--- src/rtl/spi_config_pkg.sv ---
// Shared configuration for the SPI slave: word length, SPI mode encoding and FSM states.
// Mode numbering follows the usual {CPOL, CPHA} convention.
package spi_config_pkg;

  localparam int BIT_WIDTH = 32;

  typedef enum logic [1:0] {
    SPI_MODE0 = 2'd0,
    SPI_MODE1 = 2'd1,
    SPI_MODE2 = 2'd2,
    SPI_MODE3 = 2'd3
  } spi_mode;

  typedef enum logic [1:0] {
    SLV_IDLE  = 2'd0,
    SLV_LOAD  = 2'd1,
    SLV_SHIFT = 2'd2,
    SLV_DONE  = 2'd3
  } spi_slave_states;

  function automatic logic mode_cpol(input spi_mode m);
    return m[1];
  endfunction

  function automatic logic mode_cpha(input spi_mode m);
    return m[0];
  endfunction

endpackage

--- src/rtl/spi_slave_if.sv ---
// Parallel-side word stream of the SPI slave: tx holding-buffer handshake and rx word output.
interface spi_slave_if #(
  parameter int BIT_WIDTH = spi_config_pkg::BIT_WIDTH
);
  logic [BIT_WIDTH-1:0] tx_data;
  logic                 tx_valid;
  logic                 tx_ready;
  logic [BIT_WIDTH-1:0] rx_data;
  logic                 rx_valid;

  modport master (
    output tx_data,
    output tx_valid,
    input  tx_ready,
    input  rx_data,
    input  rx_valid
  );

  modport slave (
    input  tx_data,
    input  tx_valid,
    output tx_ready,
    output rx_data,
    output rx_valid
  );
endinterface

--- src/rtl/spi_sync_edge.sv ---
// Multi-stage synchronizer for a bundle of async pins, with rise/fall detect on the low EDGE_W bits.
// All bits share the same depth so data pins stay aligned with the clock pin.
module spi_sync_edge #(
  parameter int               SYNC_STAGES = 2,
  parameter int               WIDTH       = 3,
  parameter int               EDGE_W      = 1,
  parameter logic [WIDTH-1:0] RST_VAL     = '0
) (
  input  logic              clk,
  input  logic              rst,
  input  logic [WIDTH-1:0]  async_in,
  output logic [WIDTH-1:0]  sync_out,
  output logic [EDGE_W-1:0] rise,
  output logic [EDGE_W-1:0] fall
);

  logic [WIDTH-1:0]  stage_q [SYNC_STAGES];
  logic [EDGE_W-1:0] dly_q;

  always_ff @(posedge clk) begin
    if (rst) begin
      for (int i = 0; i < SYNC_STAGES; i++) begin
        stage_q[i] <= RST_VAL;
      end
      dly_q <= RST_VAL[EDGE_W-1:0];
    end else begin
      stage_q[0] <= async_in;
      for (int i = 1; i < SYNC_STAGES; i++) begin
        stage_q[i] <= stage_q[i-1];
      end
      dly_q <= stage_q[SYNC_STAGES-1][EDGE_W-1:0];
    end
  end

  assign sync_out = stage_q[SYNC_STAGES-1];
  assign rise     = sync_out[EDGE_W-1:0] & ~dly_q;
  assign fall     = ~sync_out[EDGE_W-1:0] & dly_q;

endmodule

--- src/rtl/spi_slave.sv ---
// SPI slave, all four modes, MSB first, one-word tx holding buffer and oversampled SPI pins.
//
// state     | meaning
// ----------+--------------------------------------------------------------
// SLV_IDLE  | deselected; waiting for cs_n to fall, mode latched on exit
// SLV_LOAD  | one cycle: holding buffer -> tx shifter (zeros + underrun if empty)
// SLV_SHIFT | counting sample edges, shifting mosi in and miso out
// SLV_DONE  | one cycle after the last sample; rx word published this cycle
module spi_slave #(
  parameter int BIT_WIDTH   = spi_config_pkg::BIT_WIDTH,
  parameter int SYNC_STAGES = 2
) (
  input  logic                     clk,
  input  logic                     rst,
  input  spi_config_pkg::spi_mode  mode,
  spi_slave_if.slave               bus,
  input  logic                     sclk,
  input  logic                     cs_n,
  input  logic                     mosi,
  output logic                     miso,
  output logic                     miso_oe,
  output logic                     busy,
  output logic                     underrun,
  output logic                     abort
);
  import spi_config_pkg::*;

  localparam int                CNT_W    = $clog2(BIT_WIDTH + 1);
  localparam logic [CNT_W-1:0]  LAST_BIT = CNT_W'(BIT_WIDTH - 1);

  // bundle order: [0] sclk, [1] cs_n, [2] mosi; edges wanted on sclk and cs_n
  logic [2:0] pins_sync;
  logic [1:0] pins_rise;
  logic [1:0] pins_fall;

  spi_sync_edge #(
    .SYNC_STAGES (SYNC_STAGES),
    .WIDTH       (3),
    .EDGE_W      (2),
    .RST_VAL     (3'b010)
  ) u_sync_edge (
    .clk      (clk),
    .rst      (rst),
    .async_in ({mosi, cs_n, sclk}),
    .sync_out (pins_sync),
    .rise     (pins_rise),
    .fall     (pins_fall)
  );

  logic sclk_rise, sclk_fall, cs_rise, cs_fall, cs_n_sync, mosi_sync;
  assign sclk_rise = pins_rise[0];
  assign sclk_fall = pins_fall[0];
  assign cs_rise   = pins_rise[1];
  assign cs_fall   = pins_fall[1];
  assign cs_n_sync = pins_sync[1];
  assign mosi_sync = pins_sync[2];

  spi_slave_states      state_q;
  logic                 cpol_q, cpha_q;
  logic [BIT_WIDTH-1:0] hold_q;
  logic                 hold_full_q;
  logic [BIT_WIDTH-1:0] tx_shift_q;
  logic [BIT_WIDTH-1:0] rx_shift_q;
  logic [BIT_WIDTH-1:0] rx_data_q;
  logic                 rx_valid_q;
  logic [CNT_W-1:0]     bit_cnt_q;

  logic lead_edge, trail_edge, sample_edge, shift_edge;
  logic [BIT_WIDTH-1:0] rx_next;

  always_comb begin
    lead_edge   = cpol_q ? sclk_fall : sclk_rise;
    trail_edge  = cpol_q ? sclk_rise : sclk_fall;
    sample_edge = cpha_q ? trail_edge : lead_edge;
    shift_edge  = cpha_q ? lead_edge : trail_edge;
  end

  assign rx_next = {rx_shift_q[BIT_WIDTH-2:0], mosi_sync};

  always_ff @(posedge clk) begin
    if (rst) begin
      state_q     <= SLV_IDLE;
      cpol_q      <= 1'b0;
      cpha_q      <= 1'b0;
      hold_q      <= '0;
      hold_full_q <= 1'b0;
      tx_shift_q  <= '0;
      rx_shift_q  <= '0;
      rx_data_q   <= '0;
      rx_valid_q  <= 1'b0;
      bit_cnt_q   <= '0;
      busy        <= 1'b0;
      underrun    <= 1'b0;
      abort       <= 1'b0;
    end else begin
      rx_valid_q <= 1'b0;
      underrun   <= 1'b0;
      abort      <= 1'b0;

      // a write only lands in an empty buffer, so it never collides with the LOAD drain
      if (bus.tx_valid && !hold_full_q) begin
        hold_q      <= bus.tx_data;
        hold_full_q <= 1'b1;
      end

      case (state_q)
        SLV_IDLE: begin
          if (cs_fall) begin
            cpol_q  <= mode_cpol(mode);
            cpha_q  <= mode_cpha(mode);
            busy    <= 1'b1;
            state_q <= SLV_LOAD;
          end
        end

        SLV_LOAD: begin
          if (cs_rise) begin
            abort   <= 1'b1;
            busy    <= 1'b0;
            state_q <= SLV_IDLE;
          end else begin
            if (hold_full_q) begin
              tx_shift_q  <= hold_q;
              hold_full_q <= 1'b0;
            end else begin
              tx_shift_q <= '0;
              underrun   <= 1'b1;
            end
            rx_shift_q <= '0;
            bit_cnt_q  <= '0;
            state_q    <= SLV_SHIFT;
          end
        end

        SLV_SHIFT: begin
          if (cs_rise) begin
            abort   <= 1'b1;
            busy    <= 1'b0;
            state_q <= SLV_IDLE;
          end else if (sample_edge) begin
            rx_shift_q <= rx_next;
            bit_cnt_q  <= bit_cnt_q + 1'b1;
            if (bit_cnt_q == LAST_BIT) begin
              rx_data_q  <= rx_next;
              rx_valid_q <= 1'b1;
              state_q    <= SLV_DONE;
            end
          end else if (shift_edge && bit_cnt_q != '0) begin
            // the first shift edge of a word (and CPHA=0's trailing edge of the
            // previous word) only presents the MSB already sitting in the shifter
            tx_shift_q <= {tx_shift_q[BIT_WIDTH-2:0], 1'b0};
          end
        end

        SLV_DONE: begin
          if (!cs_n_sync) begin
            state_q <= SLV_LOAD;
          end else begin
            busy    <= 1'b0;
            state_q <= SLV_IDLE;
          end
        end

        default: begin
          busy    <= 1'b0;
          state_q <= SLV_IDLE;
        end
      endcase
    end
  end

  assign bus.tx_ready = !hold_full_q;
  assign bus.rx_data  = rx_data_q;
  assign bus.rx_valid = rx_valid_q;

  assign miso_oe = !cs_n_sync;
  assign miso    = miso_oe & tx_shift_q[BIT_WIDTH-1];

endmodule
--- src/flat_wrapper.sv ---
// flat-port wrapper written by rule: the top's interface ports become plain ports
module spi_slave_flat import spi_config_pkg::*;
#(
  parameter int BIT_WIDTH   = spi_config_pkg::BIT_WIDTH,
  parameter int SYNC_STAGES = 2
)
  (clk, rst, mode, sclk, cs_n, mosi, miso, miso_oe, busy, underrun, abort, bus_tx_data, bus_tx_valid, bus_tx_ready, bus_rx_data, bus_rx_valid);
  spi_slave_if #(.BIT_WIDTH(BIT_WIDTH)) bus_i ();
  input  logic clk;
  input  logic rst;
  input  spi_config_pkg::spi_mode mode;
  input  logic sclk;
  input  logic cs_n;
  input  logic mosi;
  output logic miso;
  output logic miso_oe;
  output logic busy;
  output logic underrun;
  output logic abort;
  input wire logic [$bits(bus_i.tx_data)-1:0] bus_tx_data;
  input wire logic [$bits(bus_i.tx_valid)-1:0] bus_tx_valid;
  output wire logic [$bits(bus_i.tx_ready)-1:0] bus_tx_ready;
  output wire logic [$bits(bus_i.rx_data)-1:0] bus_rx_data;
  output wire logic [$bits(bus_i.rx_valid)-1:0] bus_rx_valid;
  assign bus_i.tx_data = bus_tx_data;
  assign bus_i.tx_valid = bus_tx_valid;
  assign bus_tx_ready = bus_i.tx_ready;
  assign bus_rx_data = bus_i.rx_data;
  assign bus_rx_valid = bus_i.rx_valid;
  spi_slave #(.BIT_WIDTH(BIT_WIDTH), .SYNC_STAGES(SYNC_STAGES)) u_core (.clk(clk), .rst(rst), .mode(mode), .bus(bus_i), .sclk(sclk), .cs_n(cs_n), .mosi(mosi), .miso(miso), .miso_oe(miso_oe), .busy(busy), .underrun(underrun), .abort(abort));
endmodule
--- config.mk ---
export PLATFORM = sky130hd
export DESIGN_NAME = spi_slave_flat
export DESIGN_NICKNAME = d
export VERILOG_FILES = /design/src/rtl/spi_config_pkg.sv /design/src/rtl/spi_slave_if.sv /design/src/rtl/spi_sync_edge.sv /design/src/rtl/spi_slave.sv /design/src/flat_wrapper.sv
export SDC_FILE = /design/constraint.sdc
export NUM_CORES = 1
export LEC_CHECK = 0
export CORE_MARGIN = 5
export CORE_UTILIZATION = 51
export CTS_BUF_LIST = sky130_fd_sc_hd__clkbuf_4 sky130_fd_sc_hd__clkbuf_8
export DETAILED_ROUTE_END_ITERATION = 8
export DONT_BUFFER_PORTS = 1
export HOLD_SLACK_MARGIN = 0.06
export MAX_ROUTING_LAYER = met4
export PLACE_DENSITY = 0.67
export RECOVER_POWER = 50
export SYNTH_ARGS = -nofsm -noshare
export SYNTH_HDL_FRONTEND = slang
export SYNTH_HIERARCHICAL = 1
export SYNTH_SLANG_ARGS = --single-unit
--- constraint.sdc ---
create_clock -name clk -period 3 [get_ports clk]
set_clock_uncertainty 0.15 [all_clocks]
set_input_delay 0.3 -clock clk [delete_from_list [all_inputs] [get_ports clk]]
set_output_delay 0.3 -clock clk [all_outputs]
set_load 0.05 [all_outputs]
# [Word-level counts from Yosys, hierarchy flattened]
# Memory sizes are Yosys's and may differ from the RTL's.
# Cells that the tools add are included.
[totals] reg_bits=144 mem_bits_rw=6 input_bits=40 output_inout_bits=39 word_cells=100 memories=1
[op_classes] add_sub_neg=1 n_eq_ne=14 n_mux=41 bitwise=12 n_reduce_logical=17
[memory_table] name="u_core.u_sync_edge.stage_q" depth=2 width=3 rd=2 rd_clocked_by_memory_dff=0 wr=2 line="spi_sync_edge.sv:17" text="logic [WIDTH-1:0] stage_q [SYNC_STAGES];"
[ops] operator="2-to-1 mux 32 bit" n=5
[ops] operator="2-to-1 mux 31 bit" n=3
[ops] operator="one-hot mux 32 bit (2 select lines)" n=1
[ops] operator="one-hot mux 31 bit (2 select lines)" n=1
[ops] operator="2-to-1 mux 1 bit" n=18
[ops] operator="2-to-1 mux 6 bit" n=3
[ops] operator="one-hot mux 6 bit (2 select lines)" n=1
[ops] operator="2-to-1 mux 2 bit" n=5
[ops] operator="!= test 2 x 1 -> 1 bit (second input constant)" n=5
[ops] operator="one-hot mux 2 bit (4 select lines)" n=1
[ops] operator="AND reduction 4 bit" n=2
[ops] operator="adder 6 x 1 -> 6 bit (second input constant)" n=1
[ops] operator="== test 6 x 5 -> 1 bit (second input constant)" n=1
[ops] operator="2-to-1 mux 3 bit" n=2
[ops] operator="!= test 2 bit (second input constant)" n=3
[ops] operator="!= test 3 x 1 -> 1 bit (second input constant)" n=2
[ops] operator="AND reduction 3 bit" n=2
[ops] operator="nonzero test 6 bit" n=1
[ops] operator="NOT 1 bit" n=5
[ops] operator="AND reduction 5 bit" n=1
[ops] operator="AND 2 bit" n=2
[ops] operator="== test 2 bit (second input constant)" n=2
[ops] operator="NOT 2 bit" n=2
[ops] operator="OR reduction 2 bit" n=2
[ops] operator="11 further kinds" n=14

# [Longest topological paths before layout]
# Gate-level depths: netlist of the first run.
# An unclocked memory read counts as a cell.
[depth] depth_word=10 ltp_mapped=8 ltp_nobuf=6

# [Modules after synthesis]
# Netlist of the first run, hierarchy kept.
[modules_own_cells] module="spi_slave" instances=1 cells_per_inst=708 area_each_um2=5871.9 seq_area_each_um2=2842.7
[modules_own_cells] module="spi_sync_edge" instances=1 cells_per_inst=23 area_each_um2=257.7 seq_area_each_um2=160.2

# [Worst setup path after synthesis of the first run]
# No wires, ideal clock.
[synth_path] path_kind="register to register" startpoint="mem u_core.u_sync_edge.stage_q[1][1] (netlist: u_core/u_sync_edge/stage_q[0][4])" endpoint="reg u_core.rx_shift_q[14]" setup_ns=0.070 arrival_ns=1.732 required_time_ns=2.780 slack_ns=1.047 stages_incl_launch_ff=7 path_buffers=2 synth_period_minus_slack_ns=1.953 path_cell_list="dfxtp_1 > nor2b_1 > nand2b_1 > clkbuf_1 > buf_1 > o211ai_1 > a21oi_1"
[synth_lines] item="start: declaration" line="spi_sync_edge.sv:17"
[synth_lines] item="end signal: assignment" line="spi_slave.sv:141" text="rx_shift_q <= rx_next;"
[synth_lines] item="end: declaration" line="spi_slave.sv:63" text="logic [BIT_WIDTH-1:0] rx_shift_q;"

# [Worst setup path after layout of the first run]
[layout_path] startpoint="reg u_core.state_q[0]" endpoint="reg u_core.rx_shift_q[9]"
[layout_between] elab_chain_len=3 elab_cells_between_ends=8 classes_between="eq/ne (5); mux (1); reduce/logical (2)"
[layout_rtl] item="start: declaration" line="spi_slave.sv:58" text="spi_slave_states state_q;"
[layout_rtl] item="start signal: assignment" line="spi_slave.sv:82" text="state_q <= SLV_IDLE;"
[layout_rtl] item="start signal: assignment" line="spi_slave.sv:112" text="state_q <= SLV_LOAD;"
[layout_rtl] item="start signal: assignment" line="spi_slave.sv:120" text="state_q <= SLV_IDLE;"
[layout_rtl] item="== test 2 bit or == test 2 x 1 -> 1 bit (tied branches)" line="spi_slave.sv:106" text="case (state_q)"
[layout_rtl] item="!= test 2 bit (no source line) (tied with other cells)"
[layout_rtl] item="AND reduction 4 bit (no source line)"
# Parallel ways exist; a longest one is shown, timed or not.
# A chain may end at the register's enable or synchronous reset.

==> results of run 1 <==
-- power breakdown --
| part | switching [mW] | total (mW) | internal, mW |
|---|---|---|---|
| clock | 0.750 | 1.78 | 1.03 |
| sequential | 0.0483 | 2.09 | 2.04 |
| combinational | 0.237 | 0.360 | 0.123 |
-- critical path: stages, from the launching register on --
cell and delay [ns]:
dfxtp_1 0.33, inv_1 0.13, ha_1 0.21, buf_4 0.40, nor2b_1 0.19, buf_4 0.22, clkbuf_2 0.44, nand3_1 0.14
a21oi_1 0.15
-- worst paths after layout --
path / from / to / slack [ns] / depth (start not counted)
max: u_core/state_q[0] / u_core/rx_shift_q[9] / 0.56 / 8
min: rst / u_core/u_sync_edge/stage_q[0][3] / 0.07 / 2
max reg2reg: u_core/state_q[0] / u_core/rx_shift_q[9] / 0.56 / 8
min reg2reg: u_core/u_sync_edge/stage_q[0][1] / u_core/u_sync_edge/stage_q[0][4] / 0.26 / 1
-- metal layers --
layer	vias to the layer above	GRT usage
li1	2560	-
met1	2467	0.2531
met2	123	0.3266
met3	24	0.06503
met4	0	0.06943
met5	-	-
-- cells in the final DEF, fill, tap and decap left out, types with 2 or more instances in the layout --
master and count:
nor2_1 39, nand4_1 2, ha_1 7, a21oi_1 101, a22o_1 31, clkinv_2 3
nand2b_1 8, nor3_1 3, nor4_1 2, o211ai_1 33, a21boi_0 2, clkbuf_2 2
inv_1 40, buf_4 14, nand3_1 39, bufinv_16 5, nand2_1 135, dfxtp_1 150
mux2i_1 5, or4_1 3, o221ai_1 31, or2_1 3, nor2b_1 11, clkinvlp_4 5
o31ai_1 2, dlygate4sd3_1 41, clkbuf_8 19
-- state kept, by name, indices dropped and copies added, names as in the netlist --
name,count
u_core/u_sync_edge/stage_q,6
u_core/tx_shift_q,32
u_core/abort,1
u_core/u_sync_edge/dly_q,2
u_core/underrun,1
u_core/bus.rx_valid,1
u_core/cpol_q,1
u_core/bus.rx_data,32
u_core/rx_shift_q,31
u_core/state_q,2
u_core/hold_full_q,1
u_core/busy,1
u_core/cpha_q,1
u_core/bit_cnt_q,6
u_core/hold_q,32
-- area by class of cell --
cell class                      count  area, µm²  area share
Clock inverter                     13      202.7     0.02874
Multi-Input combinational cell    475       2699      0.3827
Inverter                           40      150.1     0.02129
Sequential cell                   150       3003      0.4258
Tap cell                          147      183.9     0.02608
Timing Repair Buffer               58      553.0     0.07841
Clock buffer                       19      261.5     0.03708
-- per-stage QoR --
stage	setup WS [ns]	std cells	cell area (µm²)	power, mW	utilization
2_1_floorplan	1.047	730	6122	2.374	-
3_3_place_gp	0.7585	828	6161	2.413	0.5172
3_5_place_dp	0.6584	828	6161	2.426	0.5172
4_1_cts	0.6005	902	7063	4.257	0.5930
5_1_grt	0.3392	902	7053	4.389	0.5921
6_report	0.5555	902	7053	4.223	0.5921
==> results.yml, run 1 <==
status:
  status: "completed"
timing:
  setup_viol: 0
  worst_hold_slack_ns: 0.07382
  maxSlewViolCount: 0
  slew_headroom: 0.2620
  finalCritPeriodShare: 0.8148
  tns_ns: 0
  hold_viol: 0
  period_needed_ns: 2.444
  worst_pin_slew_ns: 1.107
  clock.fmax_ghz: 0.4091
  rsz0062_at_grt: "no"
final_layout:
  fill_cells: 1051
  area_delta_synth_final_pct: 15.21
  antenna_cells: 0
  layout-drive-gt1-share: 0.07285
  fin_nets: 789
routing:
  topRoutingLayerUsed: "met4"
  drtIter0Drc: 493
  wirelength_um: 13970
  wl_met2_um: 6559
  routed_via_density: 5.736
  dr_total_vias: 5174
  drc: 0
  drtPass1Iterations: 5
  met1_length_um: 6423
  wl_met3_um: 767
  wire_per_inst_um: 15.48
  final_antenna_net_count: 0
setup_path:
  crit_required_ns: 3.24
  cp_max_fo: 47
  crit_type: "reg2reg"
  startpoint_type: "flip-flop"
  arrival_ns: 2.69
  crit_path_end_kind: "flip-flop"
cts:
  clock_path_buffers: 2
  cts_hold_buf: 42
  cts_buffers: 17
  post_cts_buffers: 0
  clock_latency_ns: 0.46
  htreeDepth: 4
  cts_root_buf: "clkbuf_8"
  cts_resized: 0
  cts_tree: "done"
  clk_pin_slew_ns: 0.08
  numClockSinks: 150
run:
  maxCapViolations: 0
floorplanning:
  core_um2: 11910
  die_height_um: 119.6
  initial_core_util: 0.5140
  num_io_pins: 79
  die_area_um2: 14300
  num_rows: 40
  die_x_um: 119.6
grt:
  grt_max_degree: 90
  first_global_vias: 5048
  grt_use_total: 0.2070
  grt_antenna_before_repair: 0
  grt_pass1_wl_um: 23720
  overflow: 0
synthesis:
  syn_area_um2: 6122
  syn_inst: 730
  avgSynthCellArea_um2: 8.386
  synth-warning-count: 6
  syn-num-nets: 777
placement:
  port_buffers: 0
  place.gp.congestion: 0.7582
  hpwl_um: 8342
min_path:
  hold_class: "in2reg"
power:
  p_leak_nw: 2.467
  irDropWorstVdd_uv: 366.0
  powerDensity_nw_per_um2: 598.8
Power figures use the tool's default switching activity.
==> run 2: changes to the inputs <==
- PLACE_DENSITY: 0.67 -> 0.7
- clock period: 3 -> 2 ns (I/O delays scaled with it)
==> results.yml, run 2 (same netlist as run 1, synthesis figures left out) <==
grt:
  first_global_vias: 5026
  grt_pass1_wl_um: 24280
  grt_max_degree: 90
  grt_use_total: 0.2129
  overflow: 0
  grt_antenna_before_repair: 0
final_layout:
  layout-drive-gt1-share: 0.1149
  final_cell_mix: "dfxtp_1, nand2_1, a21oi_1"
  area_delta_synth_final_pct: 20.23
  antenna_cells: 0
  multi_input_area_um2: 2761
  seqCellArea_um2: 3010
  fill_cells: 991
  fin_nets: 817
  stdcell_count: 930
  mostFrequentLayoutCell: "dfxtp_1"
floorplanning:
  die_height_um: 119.6
  core_um2: 11910
  initial_core_util: 0.5140
  die_area_um2: 14300
  die_x_um: 119.6
  num_io_pins: 79
  num_rows: 40
cts:
  cts_root_buf: "clkbuf_8"
  clock_latency_ns: 0.45
  cts_tree: "done"
  clk_pin_slew_ns: 0.08
  clock_path_buffers: 2
  cts_buffers: 17
  htreeDepth: 4
  numClockSinks: 150
timing:
  hold_viol: 0
  setup_viol: 0
  finalCritPeriodShare: 0.9645
  slew_headroom: 0.3426
  worst_pin_slew_ns: 0.9860
  clock.fmax_ghz: 0.5184
  period_needed_ns: 1.929
  fin_ws_ns: 0.07092
  maxSlewViolCount: 0
placement:
  pre_cts_ws_ns: -0.01013
  hpwl_um: 8542
  port_buffers: 0
  post-place-cells: 839
  place.gp.congestion: 0.7565
routing:
  routed_via_density: 5.813
  drtIter0Drc: 485
  drtPass1Iterations: 5
  wirelength_um: 15360
  final_antenna_net_count: 0
  wire_per_inst_um: 16.51
  dr_total_vias: 5406
  drc: 0
min_path:
  whs_path_depth: 2
  hold_class: "in2reg"
power:
  powerDensity_nw_per_um2: 825.9
  irDropWorstVdd_uv: 540.5
  p_leak_nw: 2.632
setup_path:
  crit_required_ns: 2.23
  worst-r2r-cell-count: 6
  cp_max_fo: 6
  startpoint_type: "flip-flop"
  crit_type: "reg2reg"
  arrival_ns: 2.16
  crit_path_end_kind: "flip-flop"
status:
  status: "completed"
run:
  maxCapViolations: 0
-- run 2: changes by cell type in the layout (fill, tap and decap cells not counted), moves of 4 or more --
cell           delta
buf_12            +4
buf_4             +9
clkinv_2          +4
clkinvlp_4        -4
dfxtp_1           -6
dfxtp_2           +6
dlygate4sd3_1     +7
-- run 2: critical path: stages (launching register included) --
cell and delay (ns):
dfxtp_2 0.35, xor2_4 0.19, buf_4 0.15, mux2i_4 0.20
buf_4 0.18, or4_1 0.46, a21boi_0 0.16
-- run 2: where the power goes --
part	leakage [nW]	internal (mW)	switching, mW
Combinational	1.21	0.248	0.387
Clock	0.209	1.22	1.09
Sequential	1.22	3.06	0.0825
Total	2.63	4.52	1.56
-- run 2: layout make-up --
class | count | area share
flip-flops and latches | 150 | 0.4090
clock buffers | 22 | 0.03944
repair buffers | 85 | 0.1171
clock inverters | 10 | 0.01394
inverters | 40 | 0.02040
well taps | 147 | 0.02499
multi-input cells | 476 | 0.3751
-- run 2: final timing paths --
kind / from / to / slack (ns)
worst max register to register: u_core/cpha_q / u_core/bit_cnt_q[4] / 0.07
worst max-delay path: u_core/cpha_q / u_core/bit_cnt_q[4] / 0.07
worst min-delay path: rst / u_core/cpol_q / 0.19
worst min register to register: u_core/u_sync_edge/stage_q[0][1] / u_core/u_sync_edge/stage_q[0][4] / 0.26
-- run 2: what timing repair did --
action,CTS,global route
buffers inserted,3,3
gates resized for setup,6,17
endpoints found under the hold margin,88,0
hold buffers,49,0
setup endpoints to repair,18,56
pin swaps,2,2
gates cloned,1,3
-- run 2: per-layer routing --
layer / global-route usage / share of wire
met5: - / 0
met3: 0.05419 / 0.055
met1: 0.2692 / 0.45
met4: 0.08160 / 0.019
met2: 0.3302 / 0.48
-- run 2: metrics by stage --
stage / cell area (µm²) / TNS [ns] / utilization / hold slack, ns / total power, mW
4_1_cts: 7267 / 0 / 0.6101 / 0.1569 / 6.091
6_report: 7361 / 0 / 0.6180 / 0.1921 / 6.079
2_1_floorplan: 6122 / 0 / - / 0.1216 / 3.561
3_3_place_gp: 6294 / 0 / 0.5284 / 0.1302 / 3.653
5_1_grt: 7361 / -0.6483 / 0.6180 / 0.1789 / 6.334
3_5_place_dp: 6294 / -0.01947 / 0.5284 / 0.1303 / 3.673
==> run 3: changes to the inputs <==
- SETUP_SLACK_MARGIN: default -> 0.1
==> results.yml, run 3 (same netlist as run 1, synthesis figures left out) <==
setup_path:
  arrival_ns: 2.10
  crit_required_ns: 2.19
  crit_type: "reg2reg"
  startpoint_type: "flip-flop"
  crit_path_end_kind: "flip-flop"
  cp_max_fo: 6
final_layout:
  stdcell_count: 906
  mostFrequentLayoutCell: "dfxtp_1"
  final_cell_mix: "dfxtp_1, nand2_1, a21oi_1"
  antenna_cells: 0
  layout-drive-gt1-share: 0.1278
  fin_nets: 794
  fill_cells: 1040
  area_delta_synth_final_pct: 17.39
routing:
  dr_total_vias: 5271
  wirelength_um: 14980
  drtIter0Drc: 358
  routed_via_density: 5.818
  drtPass1Iterations: 7
  wire_per_inst_um: 16.53
  final_antenna_net_count: 0
  drc: 0
min_path:
  hold_class: "in2reg"
power:
  seq_power_share: 0.522
  p_sw_frac: 0.2506
  switchingPower_mw: 1.505
  p_total_mw: 6.006
  powerDensity_nw_per_um2: 835.7
  irDropWorstVdd_uv: 440.6
  power.share.clock: 0.384
  intPower_mw: 4.501
  power.share.combinational: 0.094
  p_leak_nw: 2.562
timing:
  finalCritPeriodShare: 0.9582
  maxSlewViolCount: 0
  setup_viol: 0
  rsz0062_at_grt: "yes"
  worst_pin_slew_ns: 0.5532
  clock.fmax_ghz: 0.5218
  worst_hold_slack_ns: -0.3278
  slew_headroom: 0.6307
  period_needed_ns: 1.916
  hold_viol: 66
grt:
  overflow: 0
  grt_pass1_wl_um: 23120
  grt_use_total: 0.2020
  first_global_vias: 4865
  grt_antenna_before_repair: 0
  grt_max_degree: 93
  met3_usage: 0.06173
  busiest_layer: "met2"
  met2_usage: 0.3242
  use_met1: 0.2434
cts:
  cts_tree: "done"
  clock_latency_ns: 0.45
  clock_path_buffers: 2
  clk_pin_slew_ns: 0.08
  htreeDepth: 4
  cts_buffers: 17
  numClockSinks: 150
  cts_root_buf: "clkbuf_8"
placement:
  post-place-cells: 842
  hpwl_um: 8842
  port_buffers: 0
  place.gp.congestion: 0.8006
floorplanning:
  die_height_um: 119.6
  core_um2: 11910
  die_area_um2: 14300
  num_rows: 40
  initial_core_util: 0.5140
  num_io_pins: 79
  die_x_um: 119.6
run:
  maxCapViolations: 0
status:
  violations: "hold timing"
  status: "finished, violations left"
[run 3: cell types whose count changed in the layout (fill, tap and decap cells not counted), moves of 2 or more]
cell and delta:
a21boi_0 -2, buf_12 +2, buf_4 -3, clkinv_2 -2, dfxtp_2 -3, dfxtp_4 +3
dlygate4sd3_1 -24, nor2b_2 +2
[run 3: stage by stage]
stage	hold slack (ns)	cell area [µm²]	worst slack (ns)	util	setup TNS (ns)
after detailed placement	0.1300	6316	-0.06210	0.5303	-0.1389
final	-0.3278	7187	0.08370	0.6034	0
after global routing	-0.3516	7187	0.01465	0.6034	0
after CTS	-0.3588	6962	0.09644	0.5845	0
after floorplan	0.1216	6127	0.1380	-	0
after global placement	0.1271	6316	0.07310	0.5303	0
[run 3: path summary, 6_finish.rpt]
check             depth (start not counted)                     to  slack [ns]               from
hold reg to reg                           2       u_core/hold_q[1]        0.32   u_core/hold_q[1]
setup reg to reg                          6     u_core/hold_full_q        0.08  u_core/state_q[1]
setup / recovery                          6     u_core/hold_full_q        0.08  u_core/state_q[1]
hold / removal                            1  u_core/rx_shift_q[12]       -0.33                rst
[run 3: per-layer routing]
metal	routed length [µm]	vias to the layer above
met5	0	-
met4	350	0
met3	793	35
met2	7160	145
met1	6674	2515
li1	-	2576
[run 3: critical path, cell delays in order, from the launching register on]
cell,delay (ns)
dfxtp_2,0.36
inv_1,0.11
ha_1,0.31
nand2b_4,0.11
a21oi_1,0.17
nor2_1,0.06
dlygate4sd3_1,0.55
[run 3: what timing repair did]
item,CTS,global route
buffers inserted,1,4
gates cloned,0,4
hold endpoints to repair,125,105
pin swaps,1,4
endpoints found under the setup margin,99,109
hold buffers,20,4
resized for setup,7,30
[run 3: power by group through the flow]
stage | Clock [mW] | Combinational, mW | Sequential, mW
2_1_floorplan | 0 | 0.380 | 3.18
3_5_place_dp | 0 | 0.483 | 3.20
5_1_grt | 2.49 | 0.618 | 3.14
6_report | 2.31 | 0.564 | 3.13
4_1_cts | 2.35 | 0.520 | 3.13
3_3_place_gp | 0 | 0.459 | 3.20
[run 3: area by class of cell]
class	count	area, µm²	share of cell area
Inverter	40	150.1	0.02089
Clock buffer	22	296.5	0.04126
Timing Repair Buffer	62	644.4	0.08966
Multi-Input combinational cell	476	2794	0.3888
Tap cell	147	183.9	0.02559
Clock inverter	9	100.1	0.01393
Sequential cell	150	3018	0.4199
